`src/rtl/mem_arbiter_if.sv`:
```
// Bus bundle for mem_arbiter: requester ports A and B plus the single-port memory side.
// slave is the arbiter's view; master is the view of whoever drives requests and memory data.
interface mem_arbiter_if #(
    parameter int unsigned ADDR_W = 12,
    parameter int unsigned DATA_W = 16
);
    logic              a_valid;
    logic              a_ready;
    logic              a_we;
    logic [ADDR_W-1:0] a_addr;
    logic [DATA_W-1:0] a_wdata;
    logic              a_rsp_valid;
    logic [DATA_W-1:0] a_rdata;

    logic              b_valid;
    logic              b_ready;
    logic              b_we;
    logic [ADDR_W-1:0] b_addr;
    logic [DATA_W-1:0] b_wdata;
    logic              b_rsp_valid;
    logic [DATA_W-1:0] b_rdata;
    logic              b_lock;

    logic              mem_en;
    logic              mem_we;
    logic [ADDR_W-1:0] mem_addr;
    logic [DATA_W-1:0] mem_wdata;
    logic [DATA_W-1:0] mem_rdata;
    logic              lock_timeout;

    modport slave (
        input  a_valid, a_we, a_addr, a_wdata,
        output a_ready, a_rsp_valid, a_rdata,
        input  b_valid, b_we, b_addr, b_wdata, b_lock,
        output b_ready, b_rsp_valid, b_rdata,
        output mem_en, mem_we, mem_addr, mem_wdata, lock_timeout,
        input  mem_rdata
    );

    modport master (
        output a_valid, a_we, a_addr, a_wdata,
        input  a_ready, a_rsp_valid, a_rdata,
        output b_valid, b_we, b_addr, b_wdata, b_lock,
        input  b_ready, b_rsp_valid, b_rdata,
        input  mem_en, mem_we, mem_addr, mem_wdata, lock_timeout,
        output mem_rdata
    );
endinterface

```
`src/rtl/mem_arbiter.sv`:
```
// Shares one single-port synchronous memory between ports A and B, with a bounded B burst lock.
// Define ARB_ROUND_ROBIN_EN for round-robin conflict resolution; otherwise B has fixed priority.
module mem_arbiter #(
    parameter int unsigned ADDR_W   = 12,
    parameter int unsigned DATA_W   = 16,
    parameter int unsigned LOCK_MAX = 64
) (
    input logic          clk,
    input logic          reset,
    mem_arbiter_if.slave bus
);
    localparam int unsigned CntW = $clog2(LOCK_MAX + 1);

    typedef enum logic [1:0] {StArb, StLockB, StForceA} state_e;

    state_e            state_q, state_d;
    logic [CntW-1:0]   cnt_q, cnt_d;
    logic              rsp_a_q, rsp_b_q;
    logic              grant_a, grant_b;
    logic              acc_a, acc_b;
    logic              b_wins;
    logic              timeout;
    logic [ADDR_W-1:0] addr_mux;
    logic [DATA_W-1:0] wdata_mux;

`ifdef ARB_ROUND_ROBIN_EN
    // Remembers which port was accepted last; reset value "B last" lets A win the first conflict.
    logic last_b_q;

    assign b_wins = !last_b_q;

    always_ff @(posedge clk or negedge reset) begin
        if (!reset) begin
            last_b_q <= 1'b1;
        end else if (acc_a) begin
            last_b_q <= 1'b0;
        end else if (acc_b) begin
            last_b_q <= 1'b1;
        end
    end
`else
    assign b_wins = 1'b1;
`endif

    always_comb begin
        state_d = state_q;
        cnt_d   = cnt_q;
        grant_a = 1'b0;
        grant_b = 1'b0;
        timeout = 1'b0;
        unique case (state_q)
            StArb: begin
                if (bus.b_valid && (!bus.a_valid || b_wins)) begin
                    grant_b = 1'b1;
                end else begin
                    grant_a = bus.a_valid;
                end
                if (grant_b && bus.b_lock) begin
                    state_d = StLockB;
                    cnt_d   = CntW'(1);
                end
            end
            StLockB: begin
                grant_b = bus.b_valid;
                // Dropping b_lock always wins over the timeout.
                if (!bus.b_lock) begin
                    state_d = StArb;
                    cnt_d   = '0;
                end else if (cnt_q == CntW'(LOCK_MAX)) begin
                    state_d = StForceA;
                    cnt_d   = '0;
                    timeout = 1'b1;
                end else begin
                    cnt_d = cnt_q + CntW'(1);
                end
            end
            StForceA: begin
                grant_a = bus.a_valid;
                state_d = StArb;
            end
            default: state_d = StArb;
        endcase
    end

    // Nothing is accepted while reset is held, even though the valids are combinational.
    assign acc_a = grant_a & reset;
    assign acc_b = grant_b & reset;

    always_ff @(posedge clk or negedge reset) begin
        if (!reset) begin
            state_q <= StArb;
            cnt_q   <= '0;
            rsp_a_q <= 1'b0;
            rsp_b_q <= 1'b0;
        end else begin
            state_q <= state_d;
            cnt_q   <= cnt_d;
            rsp_a_q <= acc_a & !bus.a_we;
            rsp_b_q <= acc_b & !bus.b_we;
        end
    end

    always_comb begin
        addr_mux  = '0;
        wdata_mux = '0;
        if (acc_b) begin
            addr_mux  = bus.b_addr;
            wdata_mux = bus.b_wdata;
        end else if (acc_a) begin
            addr_mux  = bus.a_addr;
            wdata_mux = bus.a_wdata;
        end
    end

    assign bus.a_ready      = acc_a;
    assign bus.b_ready      = acc_b;
    assign bus.mem_en       = acc_a | acc_b;
    assign bus.mem_we       = acc_b ? bus.b_we : (acc_a & bus.a_we);
    assign bus.mem_addr     = addr_mux;
    assign bus.mem_wdata    = wdata_mux;
    assign bus.lock_timeout = timeout & reset;

    assign bus.a_rsp_valid  = rsp_a_q;
    assign bus.a_rdata      = rsp_a_q ? bus.mem_rdata : '0;
    assign bus.b_rsp_valid  = rsp_b_q;
    assign bus.b_rdata      = rsp_b_q ? bus.mem_rdata : '0;
endmodule

```
`src/flat_wrapper.sv`:
```
// flat-port wrapper written by rule: the top's interface ports become plain ports
module mem_arbiter_flat 
#(
    parameter int unsigned ADDR_W   = 12,
    parameter int unsigned DATA_W   = 16,
    parameter int unsigned LOCK_MAX = 64
)
  (clk, reset, bus_a_valid, bus_a_we, bus_a_addr, bus_a_wdata, bus_a_ready, bus_a_rsp_valid, bus_a_rdata, bus_b_valid, bus_b_we, bus_b_addr, bus_b_wdata, bus_b_lock, bus_b_ready, bus_b_rsp_valid, bus_b_rdata, bus_mem_en, bus_mem_we, bus_mem_addr, bus_mem_wdata, bus_lock_timeout, bus_mem_rdata);
  mem_arbiter_if #(.ADDR_W(ADDR_W), .DATA_W(DATA_W)) bus_i ();
  input logic clk;
  input logic reset;
  input wire logic [$bits(bus_i.a_valid)-1:0] bus_a_valid;
  input wire logic [$bits(bus_i.a_we)-1:0] bus_a_we;
  input wire logic [$bits(bus_i.a_addr)-1:0] bus_a_addr;
  input wire logic [$bits(bus_i.a_wdata)-1:0] bus_a_wdata;
  output wire logic [$bits(bus_i.a_ready)-1:0] bus_a_ready;
  output wire logic [$bits(bus_i.a_rsp_valid)-1:0] bus_a_rsp_valid;
  output wire logic [$bits(bus_i.a_rdata)-1:0] bus_a_rdata;
  input wire logic [$bits(bus_i.b_valid)-1:0] bus_b_valid;
  input wire logic [$bits(bus_i.b_we)-1:0] bus_b_we;
  input wire logic [$bits(bus_i.b_addr)-1:0] bus_b_addr;
  input wire logic [$bits(bus_i.b_wdata)-1:0] bus_b_wdata;
  input wire logic [$bits(bus_i.b_lock)-1:0] bus_b_lock;
  output wire logic [$bits(bus_i.b_ready)-1:0] bus_b_ready;
  output wire logic [$bits(bus_i.b_rsp_valid)-1:0] bus_b_rsp_valid;
  output wire logic [$bits(bus_i.b_rdata)-1:0] bus_b_rdata;
  output wire logic [$bits(bus_i.mem_en)-1:0] bus_mem_en;
  output wire logic [$bits(bus_i.mem_we)-1:0] bus_mem_we;
  output wire logic [$bits(bus_i.mem_addr)-1:0] bus_mem_addr;
  output wire logic [$bits(bus_i.mem_wdata)-1:0] bus_mem_wdata;
  output wire logic [$bits(bus_i.lock_timeout)-1:0] bus_lock_timeout;
  input wire logic [$bits(bus_i.mem_rdata)-1:0] bus_mem_rdata;
  assign bus_i.a_valid = bus_a_valid;
  assign bus_i.a_we = bus_a_we;
  assign bus_i.a_addr = bus_a_addr;
  assign bus_i.a_wdata = bus_a_wdata;
  assign bus_a_ready = bus_i.a_ready;
  assign bus_a_rsp_valid = bus_i.a_rsp_valid;
  assign bus_a_rdata = bus_i.a_rdata;
  assign bus_i.b_valid = bus_b_valid;
  assign bus_i.b_we = bus_b_we;
  assign bus_i.b_addr = bus_b_addr;
  assign bus_i.b_wdata = bus_b_wdata;
  assign bus_i.b_lock = bus_b_lock;
  assign bus_b_ready = bus_i.b_ready;
  assign bus_b_rsp_valid = bus_i.b_rsp_valid;
  assign bus_b_rdata = bus_i.b_rdata;
  assign bus_mem_en = bus_i.mem_en;
  assign bus_mem_we = bus_i.mem_we;
  assign bus_mem_addr = bus_i.mem_addr;
  assign bus_mem_wdata = bus_i.mem_wdata;
  assign bus_lock_timeout = bus_i.lock_timeout;
  assign bus_i.mem_rdata = bus_mem_rdata;
  mem_arbiter #(.ADDR_W(ADDR_W), .DATA_W(DATA_W), .LOCK_MAX(LOCK_MAX)) u_core (.clk(clk), .reset(reset), .bus(bus_i));
endmodule
```
`config.mk`:
```
export PLATFORM = sky130hd
export DESIGN_NAME = mem_arbiter_flat
export DESIGN_NICKNAME = d
export VERILOG_FILES = /design/src/rtl/mem_arbiter_if.sv /design/src/rtl/mem_arbiter.sv /design/src/flat_wrapper.sv
export SDC_FILE = /design/constraint.sdc
export NUM_CORES = 1
export LEC_CHECK = 0
export CAP_MARGIN = 30
export CELL_PAD_IN_SITES_DETAIL_PLACEMENT = 1
export CELL_PAD_IN_SITES_GLOBAL_PLACEMENT = 1
export CORE_ASPECT_RATIO = 0.7
export CORE_MARGIN = 4
export CORE_UTILIZATION = 17
export DETAILED_ROUTE_END_ITERATION = 10
export GPL_ROUTABILITY_DRIVEN = 1
export HOLD_SLACK_MARGIN = 0.02
export PLACE_DENSITY = 0.9
export SETUP_SLACK_MARGIN = 0.5
export SYNTH_ARGS = -nofsm -noshare
export SYNTH_HDL_FRONTEND = slang
export SYNTH_SLANG_ARGS = --single-unit
```
`constraint.sdc`:
```
create_clock -name clk -period 2.3 [get_ports clk]
set_input_delay 0.23 -clock clk [delete_from_list [all_inputs] [get_ports clk]]
set_output_delay 0.23 -clock clk [all_outputs]
set_load 0.005 [all_outputs]
```
Word-level counts from Yosys, hierarchy flattened --
Cells that the tools add are included.
Word-level totals: flip-flop bits (word level) 11, output and inout bits 67, input bits 79
Operators by class: bitwise operators 7, muxes and demuxes 23, reductions and logical operators 7, eq/ne operators 5, add/subtract/negate cells 1
Operators with widths (count):
- 16-bit two-way mux | 4
- 12-bit two-way mux | 2
- 7-bit two-way mux | 3
- 7-bit case mux with 2 select lines | 1
- 7-bit by 1-bit adder with 7-bit output (second input constant) | 1
- 7-bit == test (second input constant) | 1
- 1-bit two-way mux | 7
- 1-bit bitwise AND | 6
- 2-bit two-way mux | 3
- 1-bit case mux with 2 select lines | 2
- 2-bit case mux with 2 select lines | 1
- 2-bit AND reduction | 2
- 3-bit by 2-bit inequality test with 1-bit output (second input constant) | 1
- 2-bit by 1-bit == test with 1-bit output (second input constant) | 1
- 2-bit == test (second input constant) | 1
- 1-bit zero test | 2
- 2-bit zero test | 1
- 2-bit by 1-bit inequality test with 1-bit output (second input constant) | 1
- 2-bit nonzero test | 1
- 1-bit logical AND | 1
- 1-bit bitwise OR | 1

Longest topological paths before layout --
Gate-level depths: netlist of run 1.
depth in word-level cells 5, depth in mapped cells 5, gate-level depth less buffers 5

Worst setup path after synthesis of run 1 --
No wires, ideal clock.
path kind reg2out, from reg u_core.state_q[1], to out bus_mem_wdata[10], buffers on the path 2, cell stages (with the launch flop) 6, data arrival time 1.185 ns, slack 0.885 ns, path through dfrtp_1 nor2b_1 and2_1 clkbuf_2 buf_2 a22o_1
Between the ends: elaborated cells on any way between the ends 9, those cells by class eq/ne (2); mux (4); bitwise (2); reduce/logical (1)
RTL lines:
- from (decl) | RTL line mem_arbiter.sv:16 | state_e state_q, state_d;
- from (signal assigned) | RTL line mem_arbiter.sv:91 | state_q <= StArb;
- from (signal assigned) | RTL line mem_arbiter.sv:96 | state_q <= state_d;
- 2-bit by 1-bit == test with 1-bit output / 2-bit zero test (equally long branches) | RTL line mem_arbiter.sv:51 | unique case (state_q)
- 1-bit case mux with 2 select lines (*) | RTL line mem_arbiter.sv:51
- 1-bit bitwise AND (*) | RTL line mem_arbiter.sv:87 | assign acc_b = grant_b & reset;
- via bus_b_ready | RTL line flat_wrapper.sv:24 | output wire logic [$bits(bus_i.b_ready)-1:0] bus_b_ready;
- 16-bit two-way mux (*) | RTL line mem_arbiter.sv:106 | if (acc_b) begin
- to (decl) | RTL line flat_wrapper.sv:30 | output wire logic [$bits(bus_i.mem_wdata)-1:0] bus_mem_wdata;
Mark *: on every way through the listed nets, which the timed path passes. The rest lies on a longest branch.

Worst setup path after layout of run 1 --
from reg u_core.state_q[1], to out bus_mem_en
Between the ends: word-level cells in the longest chain between the ends 4, elaborated cells on any way between the ends 8, those cells by class eq/ne (2); mux (2); bitwise (3); reduce/logical (1)
Ends and longest elaborated chain:
- 2-bit == test (tied with other cells) | RTL line mem_arbiter.sv:51
- 1-bit case mux with 2 select lines | RTL line mem_arbiter.sv:51
- 1-bit bitwise AND (on tied branches) | RTL line mem_arbiter.sv:86, mem_arbiter.sv:87
- 1-bit bitwise OR (*) | RTL line mem_arbiter.sv:117 | assign bus.mem_en = acc_a | acc_b;
- to (decl) | RTL line flat_wrapper.sv:27 | output wire logic [$bits(bus_i.mem_en)-1:0] bus_mem_en;
Mark *: on every way between the ends. The rest lies on a longest branch, timed or not.

==> results_dict.tcl, run 1 <==
set metrics [dict create \
    status "complete, no violations" \
    grt_pass1_wl_mm 9.91 \
    synth_seq_area_share 0.247 \
    gp_congestion 0.750 \
    finClkSkew_ps 3.38 \
    drtIter0Drc 35 \
    worstSetupEndpointType "output port" \
    cp-start-kind "flip-flop" \
    nNetsFinal 371 \
    root_buffer "clkbuf_8" \
    maxSlewViolCount 0 \
    cp_data_required_time_ps 2070 \
    maxCapViolations 0 \
    portBuffers 145 \
    ys_types 34 \
    drive_gt1_frac 0.260 \
    io_pins 146 \
    routed_wl_mm 6.72 \
    path_cells "nor2b_4 > buf_6 > nor3_4 > buf_12 > buf_12 > buf_16 > or2_4 > buf_6" \
    preCtsSetupSlack_ps 34.3 \
    ys_async_sr_fraction 1.00 \
    stdcell_area_mm2 0.00282 \
    hold_slack_ps 85.1 \
    routed-via-count 1691 \
    tightest_slew_ps 385 \
    vdd_drop_max_mv 0.138 \
    postRouteAntennaNets 0 \
    cpPeakStageDelay_ps 430 \
    wl_per_cell_um 18.3 \
    die_h_um 75.8 \
    cts_buffer_depth 2 \
    syn_inst 130 \
    synthTopCellsByArea "dfrtp_1, a22o_1, and2_1, buf_2, ha_1" \
    synth_most_common_cell "and2_1" \
    dp_hpwl_mm 5.17 \
    vias_per_cell 4.61 \
    cts_buffers 3 \
    core_area_mm2 0.00631 \
    num_antenna_cells 0 \
    die_w_um 105 \
    grt_pass1_vias 1846 \
    die-area_mm2 0.00794 \
    setup_ws_ps 393 \
    grt_max_degree 18 \
    placed_cell_area_mm2 0.00269 \
    fillers 740 \
    hold_violations 0 \
    power_density_mw_per_mm2 277 \
    finalCritPeriodShare 0.829 \
    crit_type "reg2out" \
    cts_tree "done" \
    fin_tns_setup_ps 0 \
    grt_setup_unrepaired "yes" \
    yosys_most_used_dff "dfrtp_1" \
    first_pass_iters 4 \
    track_usage 0.157 \
    fmaxAchievable_ghz 0.524 \
    ys_ff_latch 11 \
    cp_max_fo 8 \
    syn_to_final_growth_pct 153 \
    synth_top_cell_by_area "dfrtp_1" \
    clkSlewWorstSetupHoldPaths_ps 60 \
    yosys_warnings 0 \
    rows 24 \
    route.detailed.drc 0 \
    slew_headroom 0.737 \
    grt_overflow 0 \
    synth_edf_count 0 \
    grt_antenna_before_repair 0 \
    clock_latency_ps 240 \
    p_leak_nw 1.25 \
    total_power_uw 780 \
    syn_area_per_cell_um2 8.58 \
    arrival_ps 1680 \
    cts-hold-fix-buffers 0 \
    start_util 0.177 \
    netlist_area_mm2 0.00111 \
    h-tree-depth 1 \
    critPathSlowestCell "dfrtp_2" \
    synthTopCellsByCount "and2_1, a22o_1, dfrtp_1" \
    yosysTopAreaCellShare 0.247 \
    hold_path.class "in2async" \
    cts.sinks 11 \
    syn_nets 211 \
    setup_violations 0 \
    min_period_ps 1910 \
]
area by class of cell:
cell class | instances | area, µm² | share of cell area
multi-input combinational | 105 | 791 | 0.281
clock buffer | 4 | 45.0 | 0.0160
timing repair buffer | 165 | 1580 | 0.562
sequential | 11 | 284 | 0.101
tap | 78 | 97.6 | 0.0347
inverter | 4 | 15.0 | 0.00533
cells by family after synthesis:
group,after synthesis,share of synthesized area
AND/OR/NAND/NOR,59,0.338
XOR/XNOR,2,0.0157
AO/OA/AOI/OAI,42,0.315
flip-flops,11,0.247
buffers and inverters,14,0.0617
adder cells (fa/ha/maj),2,0.0224
flip-flops by register name, indices dropped and copies added, names as in the netlist:
register / flops
u_core.cnt_q: 7
u_core.state_q: 2
u_core.bus.a_rsp_valid: 1
u_core.bus.b_rsp_valid: 1
critical path: cells and delay by family, from the launching register on:
kind,cells,cell delay [ps]
buffers and inverters,5,630
DFF,1,430
and+or+nand+nor,3,390
per-layer routing:
layer / global-route usage / routed length [µm] / part of all wire
met1: 0.186 / 2660 / 0.40
met2: 0.296 / 3490 / 0.52
met3: 0.0398 / 488 / 0.073
met4: 0.0306 / 78 / 0.012
met5: 0 / 0 / 0
where the power goes:
group | switching [mW] | total, mW | internal [mW]
combinational | 0.119 | 0.359 | 0.240
clock | 0.0813 | 0.204 | 0.122
sequential | 0.0139 | 0.217 | 0.203
metrics by stage:
stage	utilization	instances
after floorplan	-	130
after global placement	0.427	350
after detailed placement	0.427	350
after CTS	0.448	367
after global routing	0.447	367
final	0.447	367
path summary, 6_finish.rpt:
| check | from | to | slack (ps) | cells past startpoint |
|---|---|---|---|---|
| max | u_core.state_q[1]$_DFFE_PN0P_ | bus_mem_en | 390 | 8 |
| min | reset | u_core.state_q[0]$_DFFE_PN0P_ | 90 | 2 |
| max reg2reg | u_core.state_q[1]$_DFFE_PN0P_ | u_core.cnt_q[6]$_DFFE_PN0P_ | 680 | 5 |
| min reg2reg | u_core.state_q[1]$_DFFE_PN0P_ | u_core.state_q[0]$_DFFE_PN0P_ | 500 | 1 |
| max in group asynchronous | reset | u_core.cnt_q[4]$_DFFE_PN0P_ | 2030 | 2 |
| min in group clk | reset | u_core.bus.a_rsp_valid$_DFF_PN0_ | 460 | 3 |
what timing repair did:
| action | CTS | global route |
|---|---|---|
| endpoints found under the hold margin | 0 | 0 |
| resized for setup | 144 | 2 |
| gates cloned | 4 | 0 |
| pin swaps | 32 | 3 |
| buffers inserted | 9 | 0 |
| setup endpoints to repair | 35 | 33 |
cells in the final DEF, fill, tap and decap left out, drive strengths merged, types with 3 or more instances in the layout:
master and instances:
o21ai 3, a31oi 4, nor2 3, clkdlybuf4s50 111, nor3 3, buf 50, inv 4, and3 3
clkbuf 5, dfrtp 11, and2 34, nand2 6, a22o 31
No activity file was read; power rests on OpenSTA's default activity.
==> inputs of run 2 (changes only) <==
- CORE_UTILIZATION: 17 -> 14
- PLACE_DENSITY: 0.9 -> 0.8
- clock period: 2.3 -> 1.75 ns (I/O delays scaled with it)
==> results_dict.tcl, run 2 (synthesis results as in run 1) <==
set metrics [dict create \
    final_common_cell "clkdlybuf4s50_1" \
    finClkSkew_ps 2.61 \
    worstSetupEndpointType "output port" \
    io_pins 146 \
    die_w_um 115 \
    track_usage 0.140 \
    finalCritPeriodShare 0.996 \
    grt_pass1_wl_mm 10.4 \
    cts_tree "done" \
    min_period_ps 1740 \
    route.detailed.drc 0 \
    maxSlewViolCount 0 \
    drtIter0Drc 50 \
    rows 26 \
    wl_per_cell_um 17.9 \
    routed_wl_mm 7.63 \
    path_cells "nor2b_2 > buf_6 > nor3_4 > buf_6 > clkbuf_16 > a22o_1 > buf_2" \
    hold_path.class "in2async" \
    cts-hold-fix-buffers 0 \
    layout_common_cells "clkdlybuf4s50_1, buf_6, and2_4" \
    vdd_drop_max_mv 0.331 \
    grt.busiest_layer "met2" \
    grt_max_degree 17 \
    fin_tns_setup_ps 0 \
    fmaxAchievable_ghz 0.574 \
    regMostFlops "u_core.cnt_q" \
    root_buffer "clkbuf_16" \
    p_leak_nw 1.63 \
    preCtsSetupSlack_ps -463 \
    postRouteAntennaNets 0 \
    top_regs "u_core.cnt_q: 7 flops, u_core.state_q: 2 flops" \
    core_area_mm2 0.00751 \
    critPathSlowestCell "dfrtp_1" \
    grtUsageMet2 0.272 \
    power_density_mw_per_mm2 374 \
    syn_to_final_growth_pct 208 \
    dp_hpwl_mm 5.08 \
    cts.sinks 11 \
    status "complete, no violations" \
    utilization 0.457 \
    cp-start-kind "flip-flop" \
    largest_reg_flops 7 \
    cpPeakStageDelay_ps 390 \
    die-area_mm2 0.00948 \
    drive_gt1_frac 0.552 \
    cts_buffers 3 \
    portBuffers 145 \
    cts_buffer_depth 2 \
    die_h_um 82.7 \
    grt_antenna_before_repair 0 \
    maxCapViolations 0 \
    grt_overflow 0 \
    total_power_mw 1.28 \
    gp_congestion 0.759 \
    nNetsFinal 410 \
    fillers 863 \
    routed-via-count 1844 \
    start_util 0.148 \
    final_cells 426 \
    grt_pass1_vias 1978 \
    vias_per_cell 4.33 \
    dp.cells 382 \
    clock_latency_ps 240 \
    arrival_ps 1570 \
    final-seq-area_um2 278 \
    path_common_cell "buf_6" \
    multiInputGateArea_um2 926 \
    h-tree-depth 1 \
    r2r_setup_slack_ps 130 \
    setup_violations 0 \
    grtUsageMet3 0.0269 \
    cp_data_required_time_ps 1570 \
    crit_type "reg2out" \
    slew_headroom 0.815 \
    grt_setup_unrepaired "yes" \
    clkSlewWorstSetupHoldPaths_ps 40 \
    first_pass_iters 4 \
    hold_violations 0 \
    num_antenna_cells 0 \
    setup_ws_ps 6.87 \
    cp_max_fo 7 \
    use_met1 0.164 \
    tightest_slew_ps 277 \
]
==> run 2: cell count changes in the layout (fill, tap and decap cells not counted), sizes merged <==
cell	before	now
buf	50	122
clkdlybuf4s50	111	76
bufbuf	1	0
clkbuf	5	8
==> run 2: worst paths after layout <==
path                                                from                          endpoint  depth (start not counted)
max in group asynchronous                          reset  u_core.bus.b_rsp_valid$_DFF_PN0_                          3
setup reg to reg           u_core.state_q[1]$_DFFE_PN0P_       u_core.cnt_q[6]$_DFFE_PN0P_                          6
hold reg to reg            u_core.state_q[0]$_DFFE_PN0P_  u_core.bus.a_rsp_valid$_DFF_PN0_                          1
hold / removal                                     reset       u_core.cnt_q[2]$_DFFE_PN0P_                          2
setup / recovery           u_core.state_q[1]$_DFFE_PN0P_                  bus_mem_wdata[3]                          7
min in group clk                                   reset  u_core.bus.a_rsp_valid$_DFF_PN0_                          3
==> run 2: per-layer routing <==
layer,up-vias,share of wire
met2,84,0.52
met4,0,0.0089
met5,-,0
met1,876,0.40
met3,4,0.064
li1,880,-
==> run 2: timing repair <==
action                                  4_1_cts  5_1_grt
endpoints found under the setup margin       74       76
gates resized for setup                     337       52
pin swaps                                    26       17
setup buffers                                31        3
gates cloned                                  5        1
==> run 2: worst max-delay path: cells and delay by family, from the launching register on <==
kind | cells | cell delay [ps]
flip-flops | 1 | 390
AO/OA/AOI/OAI | 1 | 210
buffers and inverters | 4 | 530
AND/OR/NAND/NOR | 2 | 190
==> run 2: cell type report <==
cell class,count,share of cell area
multi-input cells,105,0.270
flip-flops and latches,11,0.0810
well taps,98,0.0357
inverters,4,0.00438
repair buffers,204,0.586
clock buffers,4,0.0230
==> run 2: per-stage QoR <==
step	hold slack, ps	cell area (µm²)
after CTS	57.4	3220
after floorplan	-121	1110
after detailed placement	551	2810
after global placement	518	2810
final	48.5	3430
after global routing	88.4	3430
==> run 2: where the power goes <==
| part | switching, mW | internal [mW] |
|---|---|---|
| clock network | 0.116 | 0.306 |
| logic | 0.198 | 0.384 |
| registers | 0.0114 | 0.267 |
==> inputs of run 3 (changes only) <==
- GPL_ROUTABILITY_DRIVEN: 1 -> default
- PLACE_DENSITY: 0.8 -> default
- PLACE_DENSITY_LB_ADDON: default -> 0.05
==> results_dict.tcl, run 3 (synthesis results as in run 1) <==
set metrics [dict create \
    power_density_mw_per_mm2 367 \
    grt_pass1_wl_mm 10.5 \
    tightest_slew_ps 315 \
    track_usage 0.142 \
    fillers 839 \
    wl_per_cell_um 17.4 \
    cts-hold-fix-buffers 0 \
    routed-via-count 1824 \
    vdd_drop_max_mv 0.295 \
    placed_cell_area_mm2 0.00285 \
    clkSlewWorstSetupHoldPaths_ps 40 \
    worstSetupEndpointType "output port" \
    dp_hpwl_mm 5.21 \
    final_cells 430 \
    first_pass_iters 4 \
    drive_gt1_frac 0.563 \
    grt_pass1_vias 1989 \
    h-tree-depth 1 \
    largest_reg_flops 7 \
    final-seq-area_um2 275 \
    top_regs "u_core.cnt_q: 7 flops, u_core.state_q: 2 flops" \
    arrival_ps 1530 \
    io_pins 146 \
    regMostFlops "u_core.cnt_q" \
    maxSlewViolCount 0 \
    rows 26 \
    vias_per_cell 4.24 \
    root_buffer "clkbuf_16" \
    die_w_um 115 \
    start_util 0.148 \
    grt_setup_unrepaired "yes" \
    grt_overflow 0 \
    gp_congestion 0.727 \
    syn_to_final_growth_pct 218 \
    portBuffers 145 \
    die_h_um 82.7 \
    preCtsSetupSlack_ps -418 \
    crit_type "reg2out" \
    die-area_mm2 0.00948 \
    stdcell_area_mm2 0.00354 \
    swShare 0.249 \
    fmaxAchievable_ghz 0.585 \
    hold_violations 0 \
    multiInputGateArea_um2 985 \
    routed_wl_mm 7.50 \
    finalCritPeriodShare 0.976 \
    num_antenna_cells 0 \
    cts_tree "done" \
    maxCapViolations 0 \
    p_leak_nw 1.68 \
    hold_slack_ps 63.2 \
    p_seq_frac 0.213 \
    grt_antenna_before_repair 0 \
    finClkSkew_ps 4.16 \
    status "complete, no violations" \
    cp-start-kind "flip-flop" \
    setup_ws_ps 42.0 \
    cts_buffer_depth 2 \
    hold_path.class "in2async" \
    route.detailed.drc 0 \
    clockPowerShare 0.319 \
    clock_latency_ps 240 \
    min_period_ps 1710 \
    final_common_cell "clkdlybuf4s50_1" \
    cts.sinks 11 \
    intPower_uw 976 \
    nNetsFinal 414 \
    setup_violations 0 \
    postRouteAntennaNets 0 \
    cp_max_fo 5 \
    drtIter0Drc 33 \
    utilization 0.471 \
    switching_power_uw 324 \
    cp_data_required_time_ps 1570 \
    layout_common_cells "clkdlybuf4s50_1, buf_6, and2_4" \
    slew_headroom 0.788 \
    grt_max_degree 17 \
    cts_buffers 3 \
    dp.cells 387 \
    core_area_mm2 0.00751 \
    comb_power_share 0.468 \
]
[run 3: changes by cell type in the layout (fill, tap and decap cells not counted), moves of 2 or more]
cell and change:
buf_6 +6, clkbuf_2 -2, dfrtp_1 +2, dfrtp_2 -2, ha_4 +2, nand2_1 -2, nand2_2 +2
[run 3: routing by layer]
| metal | share of wire | vias to the layer above | track usage | routed length [µm] |
|---|---|---|---|---|
| li1 | - | 890 | - | - |
| met4 | 0.0072 | 0 | 0.0297 | 54 |
| met2 | 0.53 | 84 | 0.271 | 4010 |
| met3 | 0.077 | 4 | 0.0473 | 574 |
| met1 | 0.38 | 846 | 0.155 | 2860 |
| met5 | 0 | - | 0 | 0 |
[run 3: timing repair]
action | in CTS | in global routing
resized for setup | 335 | 69
pin swaps | 31 | 23
buffers inserted | 25 | 4
setup endpoints to repair | 75 | 76
cloned | 8 | 2
[run 3: critical path, cell delays in order, from the launching register on]
cell,delay [ps]
dfrtp_1,400
nor2b_4,130
buf_6,110
nor3_4,40
buf_6,130
clkbuf_16,140
a22o_1,210
buf_2,130
[run 3: power by group through the flow]
| stage | sequential [mW] | combinational [mW] | clock, mW |
|---|---|---|---|
| finish | 0.276 | 0.609 | 0.414 |
| global route | 0.278 | 0.657 | 0.445 |
| CTS | 0.276 | 0.563 | 0.428 |
| detailed placement | 0.278 | 0.501 | 0 |
| global placement | 0.278 | 0.500 | 0 |
| floorplan | 0.284 | 0.120 | 0 |
[run 3: area by class of cell]
cell class                      count  area share
Inverter                            4     0.00424
Tap cell                           98      0.0346
Clock buffer                        4      0.0223
Timing Repair Buffer              208       0.583
Sequential cell                    11      0.0778
Multi-Input combinational cell    105       0.278
[run 3: metrics by stage]
| step | setup TNS (ps) | total power, mW |
|---|---|---|
| after detailed placement | -12370 | 0.779 |
| final | 0 | 1.30 |
| after global routing | -393 | 1.38 |
| after floorplan | 0 | 0.404 |
| after CTS | 0 | 1.27 |
| after global placement | -11530 | 0.778 |
[run 3: path summary, 6_finish.rpt]
check                                              start                               end  slack [ps]  cells after the start
min                                                reset       u_core.cnt_q[0]$_DFFE_PN0P_          60                      2
min reg2reg                  u_core.cnt_q[6]$_DFFE_PN0P_       u_core.cnt_q[6]$_DFFE_PN0P_         590                      1
min in group clk                                bus_b_we  u_core.bus.b_rsp_valid$_DFF_PN0_         510                      2
max in group asynchronous                          reset  u_core.bus.b_rsp_valid$_DFF_PN0_        1510                      2
max reg2reg                  u_core.cnt_q[4]$_DFFE_PN0P_       u_core.cnt_q[0]$_DFFE_PN0P_         110                      6
max                        u_core.state_q[1]$_DFFE_PN0P_                  bus_mem_addr[10]          40                      7
